$ cat src/rtl/p405s_icu_tag_arb.sv
// ICU tag array port owner: arbitrates flash-invalidate sweep > fill write > fetch lookup onto a single-ported array.
// Optional parity generation/check is enabled by defining P405S_ICU_TAG_PARITY_EN.
module p405s_icu_tag_arb #(
    parameter int SET_AW = 8,
    parameter int TAG_W  = 22
) (
    input  logic              CB,
    input  logic              reset,
    input  logic              lk_req,
    input  logic [SET_AW:0]   lk_idx,
    output logic              lk_gnt,
    output logic              lk_vld,
    output logic [TAG_W-1:0]  lk_tagA,
    output logic [TAG_W-1:0]  lk_tagB,
    output logic [1:0]        lk_par_err,
    input  logic              fill_req,
    input  logic [SET_AW:0]   fill_idx,
    input  logic              fill_wayA,
    input  logic [TAG_W-1:0]  fill_tag,
    output logic              fill_gnt,
    input  logic              inv_start,
    output logic              inv_busy,
    output logic              inv_done,
    output logic              tagCycle,
    output logic              readWr,
    output logic [SET_AW:0]   tagIndex,
    output logic [TAG_W:0]    writeTagANotB,
    output logic [TAG_W-1:0]  dataIn,
    output logic              dataInParityBit,
    input  logic [TAG_W-1:0]  tagAOut,
    input  logic [TAG_W-1:0]  tagBOut,
    input  logic              tagAOutParityBit,
    input  logic              tagBOutParityBit
);

    typedef enum logic [1:0] {S_IDLE, S_SWEEP, S_DONE} state_t;

    state_t            state;
    logic [SET_AW-1:0] cnt;
    logic              phase;
    logic              arb_open;

    always_ff @(posedge CB or posedge reset) begin
        if (reset) begin
            state  <= S_IDLE;
            cnt    <= '0;
            phase  <= 1'b0;
            lk_vld <= 1'b0;
        end else begin
            lk_vld <= lk_gnt;
            case (state)
                S_IDLE: begin
                    if (inv_start) begin
                        state <= S_SWEEP;
                        cnt   <= '0;
                        phase <= 1'b0;
                    end
                end
                S_SWEEP: begin
                    // Way A then way B of each set; the last set ends the sweep instead of wrapping.
                    phase <= ~phase;
                    if (phase) begin
                        if (&cnt)
                            state <= S_DONE;
                        else
                            cnt <= cnt + 1'b1;
                    end
                end
                S_DONE:  state <= S_IDLE;
                default: state <= S_IDLE;
            endcase
        end
    end

    assign inv_busy = (state != S_IDLE);
    assign inv_done = (state == S_DONE);

    // Requests are only served while no sweep owns the port; grants are held off during reset.
    assign arb_open = (state == S_IDLE) && !reset;
    assign fill_gnt = arb_open && fill_req;
    assign lk_gnt   = arb_open && lk_req && !fill_req;

    assign lk_tagA = tagAOut;
    assign lk_tagB = tagBOut;

    always_comb begin
        tagCycle        = 1'b0;
        readWr          = 1'b1;
        tagIndex        = '0;
        writeTagANotB   = '1;
        dataIn          = '0;
        dataInParityBit = 1'b0;
        if (state == S_SWEEP && !reset) begin
            tagCycle      = 1'b1;
            readWr        = 1'b0;
            tagIndex      = {1'b0, cnt};
            writeTagANotB = {(TAG_W+1){~phase}};
        end else if (fill_gnt) begin
            tagCycle      = 1'b1;
            readWr        = 1'b0;
            tagIndex      = fill_idx;
            writeTagANotB = {(TAG_W+1){fill_wayA}};
            dataIn        = fill_tag;
`ifdef P405S_ICU_TAG_PARITY_EN
            dataInParityBit = ^fill_tag;
`endif
        end else if (lk_gnt) begin
            tagCycle = 1'b1;
            tagIndex = lk_idx;
        end
    end

`ifdef P405S_ICU_TAG_PARITY_EN
    assign lk_par_err[0] = lk_vld && (^{tagAOut, tagAOutParityBit});
    assign lk_par_err[1] = lk_vld && (^{tagBOut, tagBOutParityBit});
`else
    logic unused_par;
    assign unused_par = tagAOutParityBit ^ tagBOutParityBit;
    assign lk_par_err = 2'b00;
`endif

endmodule

$ cat config.mk
export PLATFORM = sky130hd
export DESIGN_NAME = p405s_icu_tag_arb
export DESIGN_NICKNAME = d
export VERILOG_FILES = /design/src/rtl/p405s_icu_tag_arb.sv
export SDC_FILE = /design/constraint.sdc
export NUM_CORES = 1
export LEC_CHECK = 0
export BUFFER_PORTS_ARGS = -buffer_cell sky130_fd_sc_hd__buf_2
export CAP_MARGIN = 30
export CORE_AREA = 2 2 78 80
export DETAILED_ROUTE_END_ITERATION = 16
export DIE_AREA = 0 0 80 82
export PLACE_DENSITY = 0.76
export SETUP_SLACK_MARGIN = 0.02
export SLEW_MARGIN = 20
export SYNTH_ARGS = -nofsm -noshare
export SYNTH_HDL_FRONTEND = slang
export SYNTH_SLANG_ARGS = --single-unit
$ cat constraint.sdc
create_clock -name CB -period 2.7 [get_ports CB]
set_input_delay 0.405 -clock CB [delete_from_list [all_inputs] [get_ports CB]]
set_output_delay 0.405 -clock CB [all_outputs]
set_load 0.03 [all_outputs]
==> impl_metrics.tcl, run 1 <==
set metrics [dict create \
    synthArstFlopShare_pct 100 \
    dr_total_vias 1385 \
    synth_most_common_cell "buf_4" \
    reg2reg_to "cnt[7]" \
    drt_wl_total_um 3980 \
    fin_skew_ns 0.00238 \
    design_area_um2 1610 \
    portBuffers 106 \
    fmax_mhz 416 \
    drt_iter0_drc 112 \
    start_util_pct 25.3 \
    yosysSeqAreaShare_pct 20.6 \
    grt_pass1_vias 1110 \
    slew_headroom_pct 55.3 \
    synthesis.area_um2 1460 \
    drive_gt1_share_pct 51.1 \
    ioPinCount 200 \
    synth_top_area_share_pct 35.6 \
    hold_path.class "in2async" \
    syn_inst 189 \
    num_rows 28 \
    critPathLaunch "state[0]" \
    rsz0062_at_grt "no" \
    clockBufferDepth 2 \
    ant_nets 0 \
    die_h_um 82 \
    synth_edf_count 0 \
    n_antenna_cell 0 \
    critPathMaxFanout 23 \
    gp_congestion 0.803 \
    nets 319 \
    synth_largest_area_cell "buf_4" \
    clk_pin_slew_ns 0.05 \
    synthTopCellsByCount "69 x buf_4, 24 x and3_1, 12 x dfrtp_1" \
    place_hpwl_um 3090 \
    dr.pass1.iters 5 \
    synth_cell_types 30 \
    regToRegSetupSlack_ns 0.51 \
    cts_setup_buffers 0 \
    worst_pin_slew_ns 0.671 \
    die_area_um2 6560 \
    pre_cts_slack_ns 0.384 \
    avgSynthCellArea_um2 7.71 \
    cp.arrival_ns 2.00 \
    cts_root_buffer "clkbuf_8" \
    vias_per_cell 4.62 \
    finalSetupViolCount 0 \
    htree_levels 1 \
    drc 0 \
    powerDensity_nw_per_um2 847 \
    status "complete, no violations" \
    peakVddDrop_mv 0.259 \
    whs_ns 0.208 \
    drv_slew 0 \
    fin_crit_sh_pct 89.1 \
    rr_startpoint "cnt[0]" \
    crit_path_end "tagIndex[5]" \
    r2r_cells 5 \
    cts_sinks 12 \
    maxCapViolations 0 \
    area_delta_synth_final_pct 10.4 \
    clk_latency_ns 0.24 \
    path_class "reg2out" \
    grt_pass1_wl_um 5440 \
    setup_tns_ns 0 \
    synth_area_leaders "buf_4 36%, dfrtp_1 21%, and3_1 10%" \
    endpoint_kind "output pin" \
    overflow 0 \
    synth_ff_type "dfrtp_1" \
    finalHoldViolations 0 \
    cts_tree "built" \
    post_drt_wl_per_cell_um 13.3 \
    chipWidth_um 80 \
    cp_data_required_time_ns 2.30 \
    coreArea_um2 5750 \
    ys_seq_elements 12 \
    min_period_ns 2.40 \
    numCtsBuffers 3 \
    p_leak_nw 0.999 \
    yosys_warnings 0 \
    placed_area_um2 1550 \
    antenna_found_initial 0 \
    grt_max_degree 26 \
    worst_slack_ns 0.295 \
    start_kind "flop" \
    nFillCells 629 \
    track_usage_pct 10.5 \
]
report_power, final:
group          total [mW]  leakage, nW  internal, mW  switching (mW)
Clock               0.196       0.0288         0.129          0.0672
Sequential          0.275        0.159         0.215          0.0597
Combinational       0.891        0.811         0.249           0.642
Total                1.36        0.999         0.594           0.769
placed cells by master (no fill, tap or decap), types with 2 or more instances in the layout:
cell	netlist	routed
buf_4	69	3
buf_2	1	106
o21ai_1	9	9
nor2_1	8	8
conb_1	1	3
o31ai_1	5	5
and3_1	24	24
inv_1	11	11
a222oi_1	8	8
nand2_1	5	5
dfrtp_1	12	12
nor3_1	4	4
nand3_1	4	4
a31oi_1	2	2
nand2b_1	2	2
clkbuf_8	0	4
nor2b_1	2	2
metal layers:
metal	wire [µm]	global-route usage [%]	share of wire (%)
met1	1710	14.4	43
met2	1770	14.6	44
met3	354	2.42	8.9
met4	146	6.95	3.7
met5	0	0	0
sequential cells by signal, summed over array words and instances (netlist names):
register	cells
cnt	8
state	2
lk_vld	1
phase	1
how the worst min path moves through the flow:
stage / slack (ns) / to / from
6_report: 0.21 / phase / reset
5_1_grt: 0.25 / phase / reset
4_1_cts: 0.22 / state[0] / reset
3_5_place_dp: 0.48 / state[0] / reset
3_3_place_gp: 0.46 / phase / reset
2_1_floorplan: 0.27 / cnt[0] / reset
through the flow:
stage,std cells,util [%],total power [mW]
global placement,296,27.0,1.16
finish,300,28.0,1.36
detailed placement,296,27.0,1.17
CTS,300,28.0,1.37
global route,300,28.0,1.46
floorplan,191,-,1.20
cell type report:
class                   count  area, µm²  area share, %
clock buffers               4       55.1           3.42
inverters                  11       41.3           2.57
multi-input cells          89        564           35.1
flip-flops and latches     12        300           18.7
well taps                  75       93.8           5.84
repair buffers            109        553           34.4
worst max-delay path, cell delays in order, from the launching register on:
cell and delay (ns):
dfrtp_1 0.47, nor3_1 0.25, buf_4 0.26, and3b_2 0.38, a222oi_1 0.13, inv_1 0.08, buf_2 0.19
cells by family after synthesis:
group	share of synthesized area, %
AO/OA/AOI/OAI	15.3
buffers and inverters	41.6
adder cells (fa/ha/maj)	0.859
AND/OR/NAND/NOR	20.7
flip-flops	20.6
multiplexers	0.687
other	0.257
what timing repair did:
action,4_1_cts,5_1_grt
endpoints found under the setup margin,0,5
endpoints found under the hold margin,0,0
resized for setup,0,1
hold buffers,0,0
(Power assumes the default switching activity.)
==> run 2: changes to the inputs <==
--- a/config.mk
+++ b/config.mk
@@ -8,8 +8,10 @@
 export BUFFER_PORTS_ARGS = -buffer_cell sky130_fd_sc_hd__buf_2
 export CAP_MARGIN = 30
 export CORE_AREA = 2 2 78 80
+export CTS_BUF_LIST = sky130_fd_sc_hd__clkbuf_16
 export DETAILED_ROUTE_END_ITERATION = 16
 export DIE_AREA = 0 0 80 82
+export HOLD_SLACK_MARGIN = 0.03
 export PLACE_DENSITY = 0.76
 export SETUP_SLACK_MARGIN = 0.02
 export SLEW_MARGIN = 20
==> impl_metrics.tcl, run 2 (same netlist as run 1, synthesis figures left out) <==
set metrics [dict create \
    grt_pass1_wl_um 5490 \
    powerDensity_nw_per_um2 880 \
    fin_crit_sh_pct 88.2 \
    vias_per_cell 4.64 \
    hold_path.class "in2async" \
    htree_levels 1 \
    drv_slew 0 \
    drive_gt1_share_pct 50.7 \
    area_delta_synth_final_pct 12.0 \
    antenna_found_initial 0 \
    fin_util_pct 28.4 \
    coreArea_um2 5750 \
    regToRegSetupSlack_ns 0.50 \
    cts_root_buffer "clkbuf_16" \
    dr.pass1.iters 4 \
    nFillCells 629 \
    numCtsBuffers 3 \
    clk_pin_slew_ns 0.04 \
    busiest_layer "met2" \
    slowest_stage "dfrtp_1" \
    cp_slowest_stage_delay_ns 0.47 \
    cts_setup_buffers 0 \
    track_usage_pct 10.6 \
    final_common_cell "buf_2" \
    post_drt_wl_per_cell_um 13.2 \
    reg.largest.list "cnt x8, state x2" \
    endpoint_kind "output pin" \
    num_rows 28 \
    rr_startpoint "cnt[0]" \
    start_util_pct 25.3 \
    nets 319 \
    placedCellCount 296 \
    slew_headroom_pct 55.3 \
    cp.arrival_ns 1.98 \
    clk_latency_ns 0.24 \
    finalSetupViolCount 0 \
    rsz0062_at_grt "no" \
    worstPathBufferInverterCount 3 \
    largest_register "cnt" \
    crit_family "simple AND/OR/NAND/NOR gates" \
    chipWidth_um 80 \
    maxCapViolations 0 \
    setup_tns_ns 0 \
    worst_pin_slew_ns 0.671 \
    ant_nets 0 \
    grt_max_degree 26 \
    critPathMaxFanout 23 \
    n_antenna_cell 0 \
    cts_tree "built" \
    fin_skew_ns 0.00216 \
    met3_usage_pct 2.75 \
    r2r_cells 5 \
    reg2reg_to "cnt[7]" \
    whs_ns 0.214 \
    stdcell_count 300 \
    met2_usage_pct 14.8 \
    grt_use_met1_pct 14.3 \
    drc 0 \
    p_leak_nw 1.01 \
    portBuffers 106 \
    worstPathCellList "nor3_1 > buf_4 > and3b_2 > a222oi_1 > inv_1 > buf_2" \
    p_total_mw 1.44 \
    holdBufCountCts 0 \
    grt_pass1_vias 1120 \
    die_h_um 82 \
    drt_wl_total_um 3950 \
    dr_total_vias 1393 \
    min_period_ns 2.38 \
    start_kind "flop" \
    cp_data_required_time_ns 2.30 \
    cts_sinks 12 \
    finalHoldViolations 0 \
    die_area_um2 6560 \
    clockBufferDepth 2 \
    place_hpwl_um 3090 \
    path_class "reg2out" \
    overflow 0 \
    status "complete, no violations" \
    peakVddDrop_mv 0.295 \
    drt_iter0_drc 121 \
    gp_congestion 0.803 \
    ioPinCount 200 \
    fmax_mhz 420 \
    mostFrequentLayoutCells "106 x buf_2, 24 x and3_1, 12 x dfrtp_1" \
    largest_reg_flops 8 \
]
run 2: changes by cell type in the layout (fill, tap and decap cells not counted):
| cell | before | now |
|---|---|---|
| clkbuf_8 | 4 | 0 |
| clkinv_1 | 0 | 1 |
| clkbuf_16 | 0 | 3 |
run 2: worst max-delay path by stage:
stage / startpoint / endpoint / slack (ns) / depth (start not counted)
final: state[0] / tagIndex[6] / 0.32 / 6
after global placement: state[0] / tagIndex[6] / 0.44 / 6
after floorplan: state[0] / writeTagANotB[10] / 0.03 / 6
after CTS: state[0] / tagIndex[5] / 0.13 / 6
after detailed placement: reset / tagIndex[5] / 0.38 / 7
after global routing: state[1] / writeTagANotB[7] / 0.10 / 4
run 2: final cells by class:
class / count / area, µm² / area share, %
clock buffer: 3 / 75.1 / 4.60
clock inverter: 1 / 3.75 / 0.230
inverter: 11 / 41.3 / 2.53
multi-input combinational: 89 / 564 / 34.6
sequential: 12 / 300 / 18.4
tap: 75 / 93.8 / 5.75
timing repair buffer: 109 / 553 / 33.9
run 2: layer usage:
metal  share of wire (%)  vias to the layer above
li1                    -                      660
met1                  42                      641
met2                  45                       72
met3                 9.7                       20
met4                 3.6                        0
met5                   0                        -
run 2: where the power goes:
group / internal [mW] / total [mW] / leakage (nW) / switching (mW)
registers: 0.216 / 0.277 / 0.159 / 0.0615
logic: 0.249 / 0.891 / 0.811 / 0.642
clock network: 0.195 / 0.267 / 0.0385 / 0.0728
total: 0.660 / 1.44 / 1.01 / 0.776
run 2: timing repair:
action	in CTS	in global routing
gates resized for setup	0	1
hold endpoints to repair	0	0
endpoints found under the setup margin	0	3
run 2: worst register-to-register path: cells and delay by family (launching register included):
family | cells | cell delay [ns]
fa+ha+maj | 1 | 0.27
compound gates | 2 | 0.63
simple gates | 2 | 0.77
flops | 1 | 0.44
run 2: per-stage QoR:
stage / instance area, µm² / worst slack [ns]
global route: 1630 / 0.104
detailed placement: 1550 / 0.384
finish: 1630 / 0.320
floorplan: 1470 / 0.0295
global placement: 1550 / 0.439
CTS: 1630 / 0.130
